`src/rtl/mem_stage_lsu.sv`:
```
// mem_stage_lsu: MEM pipeline stage between EX and WB. Accepts one EX record
// per handshake, waits for the data-SRAM load response, aligns and extends
// sub-word loads, then holds the write-back record until WB takes it.
// Ports:
//   clk, rst            clock, asynchronous active-high reset
//   flush               discard the held entry and drop any pending response
//   ex_valid/ex_*       EX record in; mem_allowin is the accept ready
//   dsram_rvalid/rdata  load response from the data SRAM
//   wb_allowin          WB ready; mem_to_wb_valid/bus carry {pc,we,waddr,wdata}
//   mem_to_id_bus       forwarding {fwd_we,waddr,wdata}; stallreq_mem in WAIT
//   err_misalign        one-cycle pulse, aligned with the faulting HOLD record
//   err_timeout         one-cycle pulse, aligned with the timed-out HOLD record
module mem_stage_lsu #(
    parameter int PC_W    = 32,
    parameter int DATA_W  = 32,
    parameter int RF_AW   = 5,
    parameter int LAT_MAX = 8
) (
    input  logic                          clk,
    input  logic                          rst,
    input  logic                          flush,
    input  logic                          ex_valid,
    output logic                          mem_allowin,
    input  logic [PC_W-1:0]               ex_pc,
    input  logic                          ex_rf_we,
    input  logic [RF_AW-1:0]              ex_rf_waddr,
    input  logic [DATA_W-1:0]             ex_result,
    input  logic [2:0]                    ex_ld_type,
    input  logic                          dsram_rvalid,
    input  logic [DATA_W-1:0]             dsram_rdata,
    input  logic                          wb_allowin,
    output logic                          mem_to_wb_valid,
    output logic [PC_W+RF_AW+DATA_W:0]    mem_to_wb_bus,
    output logic [RF_AW+DATA_W:0]         mem_to_id_bus,
    output logic                          stallreq_mem,
    output logic                          err_misalign,
    output logic                          err_timeout
);

    localparam int OFF_W = $clog2(DATA_W / 8);
    localparam int CNT_W = $clog2(LAT_MAX + 1);
    localparam logic [CNT_W-1:0] CNT_LAST = CNT_W'(LAT_MAX - 1);

    localparam logic [1:0] S_IDLE = 2'd0;
    localparam logic [1:0] S_WAIT = 2'd1;
    localparam logic [1:0] S_HOLD = 2'd2;

    localparam logic [2:0] LD_NONE = 3'd0;
    localparam logic [2:0] LD_B    = 3'd1;
    localparam logic [2:0] LD_BU   = 3'd2;
    localparam logic [2:0] LD_H    = 3'd3;
    localparam logic [2:0] LD_HU   = 3'd4;
    localparam logic [2:0] LD_W    = 3'd5;
    localparam logic [2:0] LD_WU   = 3'd6;
    localparam logic [2:0] LD_D    = 3'd7;

    logic [1:0]        state_q, state_d;
    logic [PC_W-1:0]   pc_q, pc_d;
    logic              rf_we_q, rf_we_d;
    logic [RF_AW-1:0]  rf_waddr_q, rf_waddr_d;
    logic [DATA_W-1:0] rf_wdata_q, rf_wdata_d;
    logic [2:0]        ld_type_q, ld_type_d;
    logic [OFF_W-1:0]  off_q, off_d;
    logic [CNT_W-1:0]  cnt_q, cnt_d;
    logic              drop_q, drop_d;
    logic [CNT_W-1:0]  drop_cnt_q, drop_cnt_d;
    logic              err_mis_q, err_mis_d;
    logic              err_to_q, err_to_d;

    logic              accept;
    logic [2:0]        ld_norm;
    logic [2:0]        off3;
    logic              misalign;
    logic [DATA_W-1:0] sh;
    logic [DATA_W-1:0] ld_data;

    assign mem_allowin = (state_q == S_IDLE) ||
                         (state_q == S_HOLD && wb_allowin);
    // flush blocks acceptance even though mem_allowin may be high
    assign accept = ex_valid && mem_allowin && !flush;

    // On a 32-bit datapath LWU and LD degrade to LW
    always_comb begin
        ld_norm = ex_ld_type;
        if (DATA_W == 32 && (ex_ld_type == LD_WU || ex_ld_type == LD_D))
            ld_norm = LD_W;
    end

    assign off3 = 3'(ex_result[OFF_W-1:0]);

    always_comb begin
        misalign = 1'b0;
        unique case (ld_norm)
            LD_H, LD_HU: misalign = off3[0];
            LD_W, LD_WU: misalign = |off3[1:0];
            LD_D:        misalign = |off3;
            default:     misalign = 1'b0;
        endcase
    end

    // Aligned loads only reach here, so a byte shift selects any lane
    assign sh = dsram_rdata >> {off_q, 3'b000};

    always_comb begin
        ld_data = '0;
        unique case (ld_type_q)
            LD_B: begin
                ld_data = {DATA_W{sh[7]}};
                ld_data[7:0] = sh[7:0];
            end
            LD_BU: ld_data[7:0] = sh[7:0];
            LD_H: begin
                ld_data = {DATA_W{sh[15]}};
                ld_data[15:0] = sh[15:0];
            end
            LD_HU: ld_data[15:0] = sh[15:0];
            LD_W: begin
                ld_data = {DATA_W{sh[31]}};
                ld_data[31:0] = sh[31:0];
            end
            LD_WU: ld_data[31:0] = sh[31:0];
            default: ld_data = sh;
        endcase
    end

    always_comb begin
        state_d    = state_q;
        pc_d       = pc_q;
        rf_we_d    = rf_we_q;
        rf_waddr_d = rf_waddr_q;
        rf_wdata_d = rf_wdata_q;
        ld_type_d  = ld_type_q;
        off_d      = off_q;
        cnt_d      = cnt_q;
        drop_d     = drop_q;
        drop_cnt_d = drop_cnt_q;
        err_mis_d  = 1'b0;
        err_to_d   = 1'b0;

        // A dropped response is consumed by the next rvalid or expires
        if (drop_q) begin
            if (dsram_rvalid || drop_cnt_q == CNT_LAST)
                drop_d = 1'b0;
            else
                drop_cnt_d = drop_cnt_q + CNT_W'(1);
        end

        if (flush) begin
            state_d = S_IDLE;
            if (state_q == S_WAIT) begin
                // rvalid in this very cycle already answers our own load
                // unless it belongs to an earlier dropped one
                drop_d     = !(dsram_rvalid && !drop_q);
                drop_cnt_d = '0;
            end
        end else begin
            unique case (state_q)
                S_WAIT: begin
                    if (dsram_rvalid && !drop_q) begin
                        rf_wdata_d = ld_data;
                        state_d    = S_HOLD;
                    end else if (cnt_q == CNT_LAST) begin
                        err_to_d   = 1'b1;
                        rf_we_d    = 1'b0;
                        rf_wdata_d = '0;
                        state_d    = S_HOLD;
                    end else begin
                        cnt_d = cnt_q + CNT_W'(1);
                    end
                end
                S_HOLD: if (wb_allowin) state_d = S_IDLE;
                default: ;
            endcase

            if (accept) begin
                pc_d       = ex_pc;
                rf_waddr_d = ex_rf_waddr;
                ld_type_d  = ld_norm;
                off_d      = ex_result[OFF_W-1:0];
                cnt_d      = '0;
                if (ld_norm == LD_NONE) begin
                    rf_we_d    = ex_rf_we;
                    rf_wdata_d = ex_result;
                    state_d    = S_HOLD;
                end else if (misalign) begin
                    err_mis_d  = 1'b1;
                    rf_we_d    = 1'b0;
                    rf_wdata_d = '0;
                    state_d    = S_HOLD;
                end else begin
                    rf_we_d    = ex_rf_we;
                    rf_wdata_d = '0;
                    state_d    = S_WAIT;
                end
            end
        end
    end

    always_ff @(posedge clk or posedge rst) begin
        if (rst) begin
            state_q    <= S_IDLE;
            pc_q       <= '0;
            rf_we_q    <= 1'b0;
            rf_waddr_q <= '0;
            rf_wdata_q <= '0;
            ld_type_q  <= LD_NONE;
            off_q      <= '0;
            cnt_q      <= '0;
            drop_q     <= 1'b0;
            drop_cnt_q <= '0;
            err_mis_q  <= 1'b0;
            err_to_q   <= 1'b0;
        end else begin
            state_q    <= state_d;
            pc_q       <= pc_d;
            rf_we_q    <= rf_we_d;
            rf_waddr_q <= rf_waddr_d;
            rf_wdata_q <= rf_wdata_d;
            ld_type_q  <= ld_type_d;
            off_q      <= off_d;
            cnt_q      <= cnt_d;
            drop_q     <= drop_d;
            drop_cnt_q <= drop_cnt_d;
            err_mis_q  <= err_mis_d;
            err_to_q   <= err_to_d;
        end
    end

    assign mem_to_wb_valid = (state_q == S_HOLD);
    assign mem_to_wb_bus   = {pc_q, rf_we_q, rf_waddr_q, rf_wdata_q};
    assign mem_to_id_bus   = {rf_we_q && state_q == S_HOLD,
                              rf_waddr_q, rf_wdata_q};
    assign stallreq_mem    = (state_q == S_WAIT);
    assign err_misalign    = err_mis_q;
    assign err_timeout     = err_to_q;

endmodule

```
`config.mk`:
```
export PLATFORM = sky130hd
export DESIGN_NAME = mem_stage_lsu
export DESIGN_NICKNAME = d
export VERILOG_FILES = /design/src/rtl/mem_stage_lsu.sv
export SDC_FILE = /design/constraint.sdc
export NUM_CORES = 1
export LEC_CHECK = 0
export ABC_AREA = 1
export BUFFER_PORTS_ARGS = -buffer_cell sky130_fd_sc_hd__buf_2
export CAP_MARGIN = 5
export CORE_MARGIN = 2
export CORE_UTILIZATION = 40
export DETAILED_ROUTE_END_ITERATION = 8
export PLACE_DENSITY_LB_ADDON = 0.25
export SYNTH_ARGS = -nofsm -noshare
export SYNTH_HDL_FRONTEND = slang
export SYNTH_SLANG_ARGS = --single-unit
```
`constraint.sdc`:
```
create_clock -name clk -period 6 [get_ports clk]
set_clock_uncertainty 0.15 [all_clocks]
set_input_delay 0.6 -clock clk [delete_from_list [all_inputs] [get_ports clk]]
set_output_delay 0.6 -clock clk [all_outputs]
set_load 0.03 [all_outputs]
```
==> results of run 1 <==
-- how the worst max path moves through the flow --
| stage | startpoint | endpoint | cells past startpoint |
|---|---|---|---|
| floorplan | rst | cnt_q[0]$_DFFE_PP0P_ | 1 |
| global placement | flush | rf_wdata_q[16]$_DFFE_PP0P_ | 8 |
| detailed placement | wb_allowin | rf_wdata_q[10]$_DFFE_PP0P_ | 9 |
| CTS | state_q[1]$_DFFE_PP0P_ | rf_wdata_q[10]$_DFFE_PP0P_ | 7 |
| global route | state_q[1]$_DFFE_PP0P_ | rf_wdata_q[10]$_DFFE_PP0P_ | 7 |
| finish | state_q[1]$_DFFE_PP0P_ | rf_wdata_q[10]$_DFFE_PP0P_ | 7 |
-- area by class of cell --
cell class,instances,area [µm²]
diodes,1,2.50
repair buffers,224,1120
fillers,1290,6320
clock inverters,7,72.6
well taps,172,215
clock buffers,9,225
inverters,41,159
flip-flops and latches,88,2200
multi-input cells,520,2250
-- cells by family (layout without fill, tap and decap cells) --
logic type                 count (synthesis)  after routing  share of synthesized area
adders and majority gates                  2              2                    0.00489
and+or+nand+nor                          448            448                      0.358
DFF                                       88             88                      0.431
xor gates and xnor gates                   2              2                    0.00343
other                                      0              1                          0
buffers and inverters                    115            281                      0.130
AOI/OAI and AO/OA                         68             68                     0.0731
-- flip-flops by register name, indices dropped and copies added, names as in the netlist, 2 cells and up --
name	flops
rf_waddr_q	5
rf_wdata_q	32
drop_cnt_q	4
state_q	2
off_q	2
cnt_q	4
pc_q	32
ld_type_q	3
-- cell usage in the layout (no fill, tap or decap), types with 4 or more instances in the layout --
| cell | count |
|---|---|
| or2_2 | 6 |
| dfrtp_1 | 88 |
| clkbuf_16 | 9 |
| o21ai_0 | 15 |
| a31oi_1 | 8 |
| inv_2 | 7 |
| nor2_1 | 122 |
| inv_1 | 31 |
| nand3_1 | 46 |
| nand4_1 | 4 |
| a21oi_1 | 36 |
| o211ai_1 | 7 |
| buf_2 | 223 |
| nor3_1 | 8 |
| nand2_1 | 252 |
-- where the power goes --
group	total, W	internal [W]	switching [W]
sequential	0.00102	0.000816	0.000205
clock	0.000562	0.000322	0.000240
combinational	0.00173	0.000482	0.00125
total	0.00332	0.00162	0.00170
-- stage by stage --
step / hold WS (ns) / instance area [µm²] / utilization / std cells
detailed placement: 0.310 / 5950 / 0.473 / 1045
finish: 0.292 / 6250 / 0.497 / 1062
CTS: 0.277 / 6250 / 0.497 / 1061
floorplan: 0.325 / 5110 / - / 723
global placement: 0.313 / 5950 / 0.473 / 1045
global route: 0.291 / 6250 / 0.497 / 1061
-- critical path: cells and delay by family (launching register included) --
family,cells,cell delay [ns]
buffers and inverters,2,0.88
DFF,1,0.43
and+or+nand+nor,4,1.49
AOI/OAI and AO/OA,1,0.10
-- metal layers --
metal  GRT usage  part of all wire  up-vias
met5           0                 0        -
met4      0.0698             0.017        0
met1       0.279              0.45     2297
met2       0.336              0.45      213
met3      0.0669             0.088       18
li1            -                 -     2546
==> summary.txt, run 1 <==
Run status
  – Status: complete, no violations

Floorplan
  – Chip height: 117 µm
  – Core area: 12600 µm²
  – Die width: 117 µm
  – Full die area: 13700 µm²
  – Initial Utilization: 0.407
  – Cell row count: 41
  – Ports: 224

Critical path
  – R2r startpoint: state_q[1]$_DFFE_PP0P_
  – Worst R2R Path Depth: 7
  – R2r endpoint: rf_wdata_q[10]$_DFFE_PP0P_
  – CP Max Fanout: 44
  – Critical path arrival: 3.31 ns
  – Crit Path Category: reg2reg
  – CP max stage delay: 0.64 ns
  – CP startpoint kind: flop
  – Crit-path cells: nand2_1 > nand4_4 > buf_4 > nand2_2 > inv_2 > nor2_1 > a21oi_1
  – Critical path's slowest cell: nand2_2
  – Reg2reg setup slack: 2.77 ns
  – Critical Path End Type: flop
  – Req. time, crit path: 6.08 ns

Timing
  – Fin crit period: 3.23 ns
  – Tcrit/Tclk final: 0.539
  – RSZ-0062 raised after global routing: false
  – Setup TNS Final: 0 ns
  – Relative slew slack: 0.286
  – Slew @ Worst Pin: 1.07 ns
  – Setup Viol. Count Final: 0
  – Slew Limit Fails: 0
  – Setup slack after layout: 2.77 ns
  – Final Hold Fails: 0
  – FMAX: 309 MHz

Routing
  – DRC viols: 0
  – Number of DRC markers in iteration 0: 368
  – Router iterations before antenna repair: 5
  – Final ANT Viol Nets: 0
  – Via total after detailed routing: 5074
  – Vias per std cell: 4.78
  – WL/cell: 13.6 µm
  – Total Wirelength: 14.5 mm

CTS
  – Clock buffer depth: 2
  – Clock root cell: clkbuf_16
  – Worst skew pair latency: 0.34 ns
  – CTS tree: done
  – Clock Sinks: 88
  – Hold buffer count at CTS: 0
  – CTS Buf Count: 9
  – CTS H-Tree Depth: 3
  – Post-cts sizing count: 0
  – Post CTS Setup Buffer Count: 0
  – CTS clock-pin slew for the worst setup and hold paths: 0.06 ns

Logic synthesis
  – Mean Syn Cell Area: 7.07 µm²
  – Synthesized instance count: 723
  – Asr flop ratio synth: 1.00
  – Post-synth EDFFs: 0
  – Dominant cell by count in the synthesized netlist: nand2_1
  – Commonest cells post-synth: nand2_1, nor2_1, dfrtp_1
  – Syn. warnings: 0
  – Synthesized cell area: 5110 µm²
  – Synth unique cells: 31
  – Synth Register Bits: 88
  – Top post-synthesis cells by area: dfrtp_1, nand2_1, nor2_1
  – Main flop type after synthesis: dfrtp_1
  – Seq/Total Area, Yosys: 0.431
  – Share of the synthesized area in the top cell type: 0.431
  – Yosys top cell by area: dfrtp_1
  – Synth Net Count: 836

Power
  – Leakage power: 3.44 nW
  – Max IR drop VDD: 0.232 mV
  – Total Power: 0.00332 W
  – Pwr Density: 531 nW/µm²

Worst hold path
  – Hold Path Stages: 3
  – Worst hold path type: in2reg
  – Hold path endpoint: pc_q[27]$_DFFE_PP0P_
  – Hold_sp: ex_pc[27]

Job
  – MaxCap Viol Count: 0

Finish
  – NumNets Final: 997
  – Synth-to-Final Area Change: 22.2%
  – Share of cells above drive strength 1: 0.298

Global routing
  – First-pass GRT wire length: 22.4 mm
  – Overall routing resource usage: 0.213
  – Largest net degree at the start of global routing: 89
  – Vias in the first global route: 4576
  – Grt ovf: 0
  – Antenna violations before repair: 1

Placed design
  – Post-DP HPWL: 10.5 mm
  – Input/output buffers: 223
  – Placer Congestion: 0.875
  – Pre-CTS setup slack: 2.51 ns
Note: power is estimated with default switching activity, not from simulation.
==> inputs of run 2 (changes only) <==
ABC_AREA = 0   (was 1)
clock period = 2.9 ns   (was 6 ns; I/O delays follow)
==> run 2 against run 1 <==
Synthesized cell count decreased by 25%. Sequential share of layout area shrank 1.2 points. Total power up 62%. Global-route usage rose by 2.6 points. Combinational power rose by 38%. Sequential cell count is the same. First-iteration DRC count decreased by 6.0%. Core utilization grew 4.4 points. Via count is 3.3% lower.
==> summary.txt, run 2 <==
Finish
  – # diodes: 0 (-1)
  – Register Area: 2200 µm² (unchanged)
  – Final Non-Filler Cells: 903 (-15%)
  – Biggest registers after layout: pc_q x32, rf_wdata_q x32, rf_waddr_q x5
  – Share of cells above drive strength 1: 0.352 (+0.0538)
  – NumNets Final: 864 (-13%)
  – Final instance area: 6480 µm² (+3.6%)
  – Fill count: 1127 (-13%)
  – Commonest non-fill, non-tap cell in the layout: buf_2
  – Multi-input gate area in the final layout: 2200 µm² (-2.1%)
  – Synth-to-Final Area Change: 32.9%
  – Most frequent cells in the layout: buf_2, nand2_1, dfrtp_1, dlygate4sd3_1, a32oi_1

Routing
  – Via total after detailed routing: 4906 (-3.3%)
  – Number of DRC markers in iteration 0: 346 (-6.0%)
  – Router iterations before antenna repair: 5 (unchanged)
  – WL/cell: 17.3 µm (+27%)
  – Vias per std cell: 5.43 (+14%)
  – DRC viols: 0 (unchanged)
  – Total Wirelength: 15.6 mm (+7.9%)
  – Final ANT Viol Nets: 0 (unchanged)

Power
  – Clock group share of total power: 0.224 (+0.055)
  – Comb pwr share: 0.445 (-0.078)
  – Pwr Density: 829 nW/µm² (+56%)
  – Leakage power: 3.39 nW (-1.3%)
  – Part of the power in registers: 0.331 (+0.023)
  – Net Sw Frac: 0.452 (-0.0599)
  – Total Power: 0.00537 W (+62%)
  – Max IR drop VDD: 0.333 mV (+44%)
  – Net switching power: 0.00243 W (+43%)
  – Int Pwr: 0.00295 W (+82%)

CTS
  – Worst skew pair latency: 0.34 ns (about the same)
  – CTS clock-pin slew for the worst setup and hold paths: 0.07 ns (about the same)
  – Clock Sinks: 88 (unchanged)
  – Clock root cell: clkbuf_16
  – Clock buffer depth: 2 (unchanged)
  – CTS Buf Count: 9 (unchanged)
  – CTS H-Tree Depth: 3 (unchanged)
  – Post CTS Setup Buffer Count: 0 (unchanged)
  – Hold buffer count at CTS: 33 (+33)
  – CTS tree: done
  – Post-cts sizing count: 0 (unchanged)

Critical path
  – Crit Path Category: reg2reg
  – CP startpoint kind: flop
  – Critical path arrival: 2.34 ns (-0.97 ns)
  – Critical path's slowest cell: dfrtp_1
  – Crit-path cells: buf_4 > nand4b_1 > o311ai_0 > a21oi_1 > buf_4 > o31ai_1
  – Critical Path Most Common Cell: buf_4
  – Critical Path End Type: flop
  – CP max stage delay: 0.75 ns (+0.11 ns)
  – Worst path bufs/invs: 2 (unchanged)
  – Req. time, crit path: 2.98 ns (-3.10 ns)
  – CP Max Fanout: 21 (-52%)
  – Crit path max-delay family: flip-flops

Logic synthesis
  – Syn. warnings: 0 (unchanged)
  – Dominant cell by count in the synthesized netlist: nand2_1
  – Top post-synthesis cells by area: dfrtp_1, nand2_1, buf_4
  – Commonest cells post-synth: nand2_1, dfrtp_1, buf_4
  – Synthesized instance count: 542 (-25%)
  – Main flop type after synthesis: dfrtp_1
  – Share of the synthesized area in the top cell type: 0.452 (+0.0212)
  – Synth Register Bits: 88 (unchanged)
  – Yosys top cell by area: dfrtp_1
  – Asr flop ratio synth: 1.00 (unchanged)
  – Synth unique cells: 52 (+68%)
  – Seq/Total Area, Yosys: 0.452 (+0.0212)
  – Synth Net Count: 655 (-22%)
  – Mean Syn Cell Area: 8.99 µm² (+27%)
  – Synthesized cell area: 4870 µm² (-4.7%)
  – Post-synth EDFFs: 0 (unchanged)

Floorplan
  – Chip height: 114 µm (-2.3%)
  – Core area: 12000 µm² (-4.8%)
  – Die width: 114 µm (-2.3%)
  – Cell row count: 40 (-2.4%)
  – Full die area: 13100 µm² (-4.5%)
  – Ports: 224 (unchanged)
  – Initial Utilization: 0.408 (+0.000563)

Global routing
  – Vias in the first global route: 4907 (+7.2%)
  – First-pass GRT wire length: 24.6 mm (+9.8%)
  – Grt ovf: 0 (unchanged)
  – Antenna violations before repair: 2 (+1)
  – Largest net degree at the start of global routing: 69 (-22%)
  – Overall routing resource usage: 0.239 (+0.0265)

Timing
  – Setup slack after layout: 0.643 ns (-2.13 ns)
  – FMAX: 443 MHz (+43%)
  – Final Hold Fails: 0 (unchanged)
  – RSZ-0062 raised after global routing: false
  – Relative slew slack: 0.464 (+0.178)
  – Fin crit period: 2.26 ns (-0.974 ns)
  – Setup TNS Final: 0 ns (unchanged)
  – Setup Viol. Count Final: 0 (unchanged)
  – Slew @ Worst Pin: 0.803 ns (-0.268 ns)
  – Slew Limit Fails: 0 (unchanged)
  – Tcrit/Tclk final: 0.778 (+0.240)

Placed design
  – Input/output buffers: 223 (unchanged)
  – Placed Area: 5840 µm² (-1.8%)
  – Pre-CTS setup slack: 0.693 ns (-1.81 ns)
  – Post-DP HPWL: 10.7 mm (+2.3%)
  – Placed cells: 854 (-18%)
  – Placer Congestion: 0.822 (-6.1%)

Worst hold path
  – Worst hold path type: in2reg

Job
  – MaxCap Viol Count: 0 (unchanged)

Run status
  – Status: complete, no violations
==> run 2: cell count changes in the layout (fill, tap and decap cells not counted), moves of 19 or more <==
cell,previous run,this run
nand3_1,46,14
o31ai_1,1,23
dlygate4sd3_1,0,33
inv_1,31,5
nor2_1,122,26
mux2i_1,0,19
a32oi_1,0,31
nand2_1,252,139
==> run 2: power by group through the flow <==
stage	Clock, W	Combinational, W	Sequential, W
2_1_floorplan	0	0.00136	0.00222
3_3_place_gp	0	0.00233	0.00178
3_5_place_dp	0	0.00236	0.00179
4_1_cts	0.00122	0.00239	0.00178
5_1_grt	0.00128	0.00259	0.00182
6_report	0.00120	0.00239	0.00178
==> run 2: layout make-up <==
type                            count  share of cell area
Clock inverter                      7              0.0120
Inverter                            7             0.00425
Timing Repair Buffer              271               0.241
Tap cell                          147              0.0284
Clock buffer                        9              0.0348
Sequential cell                    88               0.340
Multi-Input combinational cell    374               0.340
==> run 2: final timing paths <==
| check | endpoint | startpoint | cells after the start | slack [ns] |
|---|---|---|---|---|
| worst max-delay path | rf_wdata_q[28]$_DFFE_PP0P_ | off_q[1]$_DFFE_PP0P_ | 6 | 0.64 |
| worst min-delay path | pc_q[2]$_DFFE_PP0P_ | ex_pc[2] | 3 | 0.001 |
| worst max register to register | rf_wdata_q[28]$_DFFE_PP0P_ | off_q[1]$_DFFE_PP0P_ | 6 | 0.64 |
| worst min register to register | pc_q[9]$_DFFE_PP0P_ | pc_q[9]$_DFFE_PP0P_ | 2 | 0.32 |
| max in group asynchronous | pc_q[9]$_DFFE_PP0P_ | rst | 4 | 1.40 |
| min in group asynchronous | pc_q[19]$_DFFE_PP0P_ | rst | 3 | 0.48 |
==> run 2: per-stage QoR <==
stage                      util  hold slack (ns)
after floorplan               -            0.245
after global placement    0.489            0.303
after detailed placement  0.489            0.307
after CTS                 0.542          0.00101
after global routing      0.542          0.00471
final                     0.542          0.00100
==> run 2: routing by layer <==
metal	vias up	share of wire	global-route usage	routed length, µm
li1	2296	-	-	-
met1	2332	0.41	0.286	6360
met2	247	0.49	0.407	7690
met3	29	0.076	0.0619	1180
met4	2	0.025	0.103	392
met5	-	0.00070	0	11
==> run 2: kinds of logic (layout without fill, tap and decap cells) <==
group,after synthesis,count (layout),synth area share
buf+inv,80,294,0.0983
fa+ha+maj,2,2,0.00513
mux,20,20,0.0413
flops,88,88,0.452
xor+xnor,5,5,0.00899
simple gates,221,221,0.204
compound gates,126,126,0.190
==> run 2: worst reg2reg max path, stage by stage, from the launching register on <==
cell	delay, ns
dfrtp_1	0.75
buf_4	0.35
nand4b_1	0.13
o311ai_0	0.13
a21oi_1	0.12
buf_4	0.22
o31ai_1	0.30
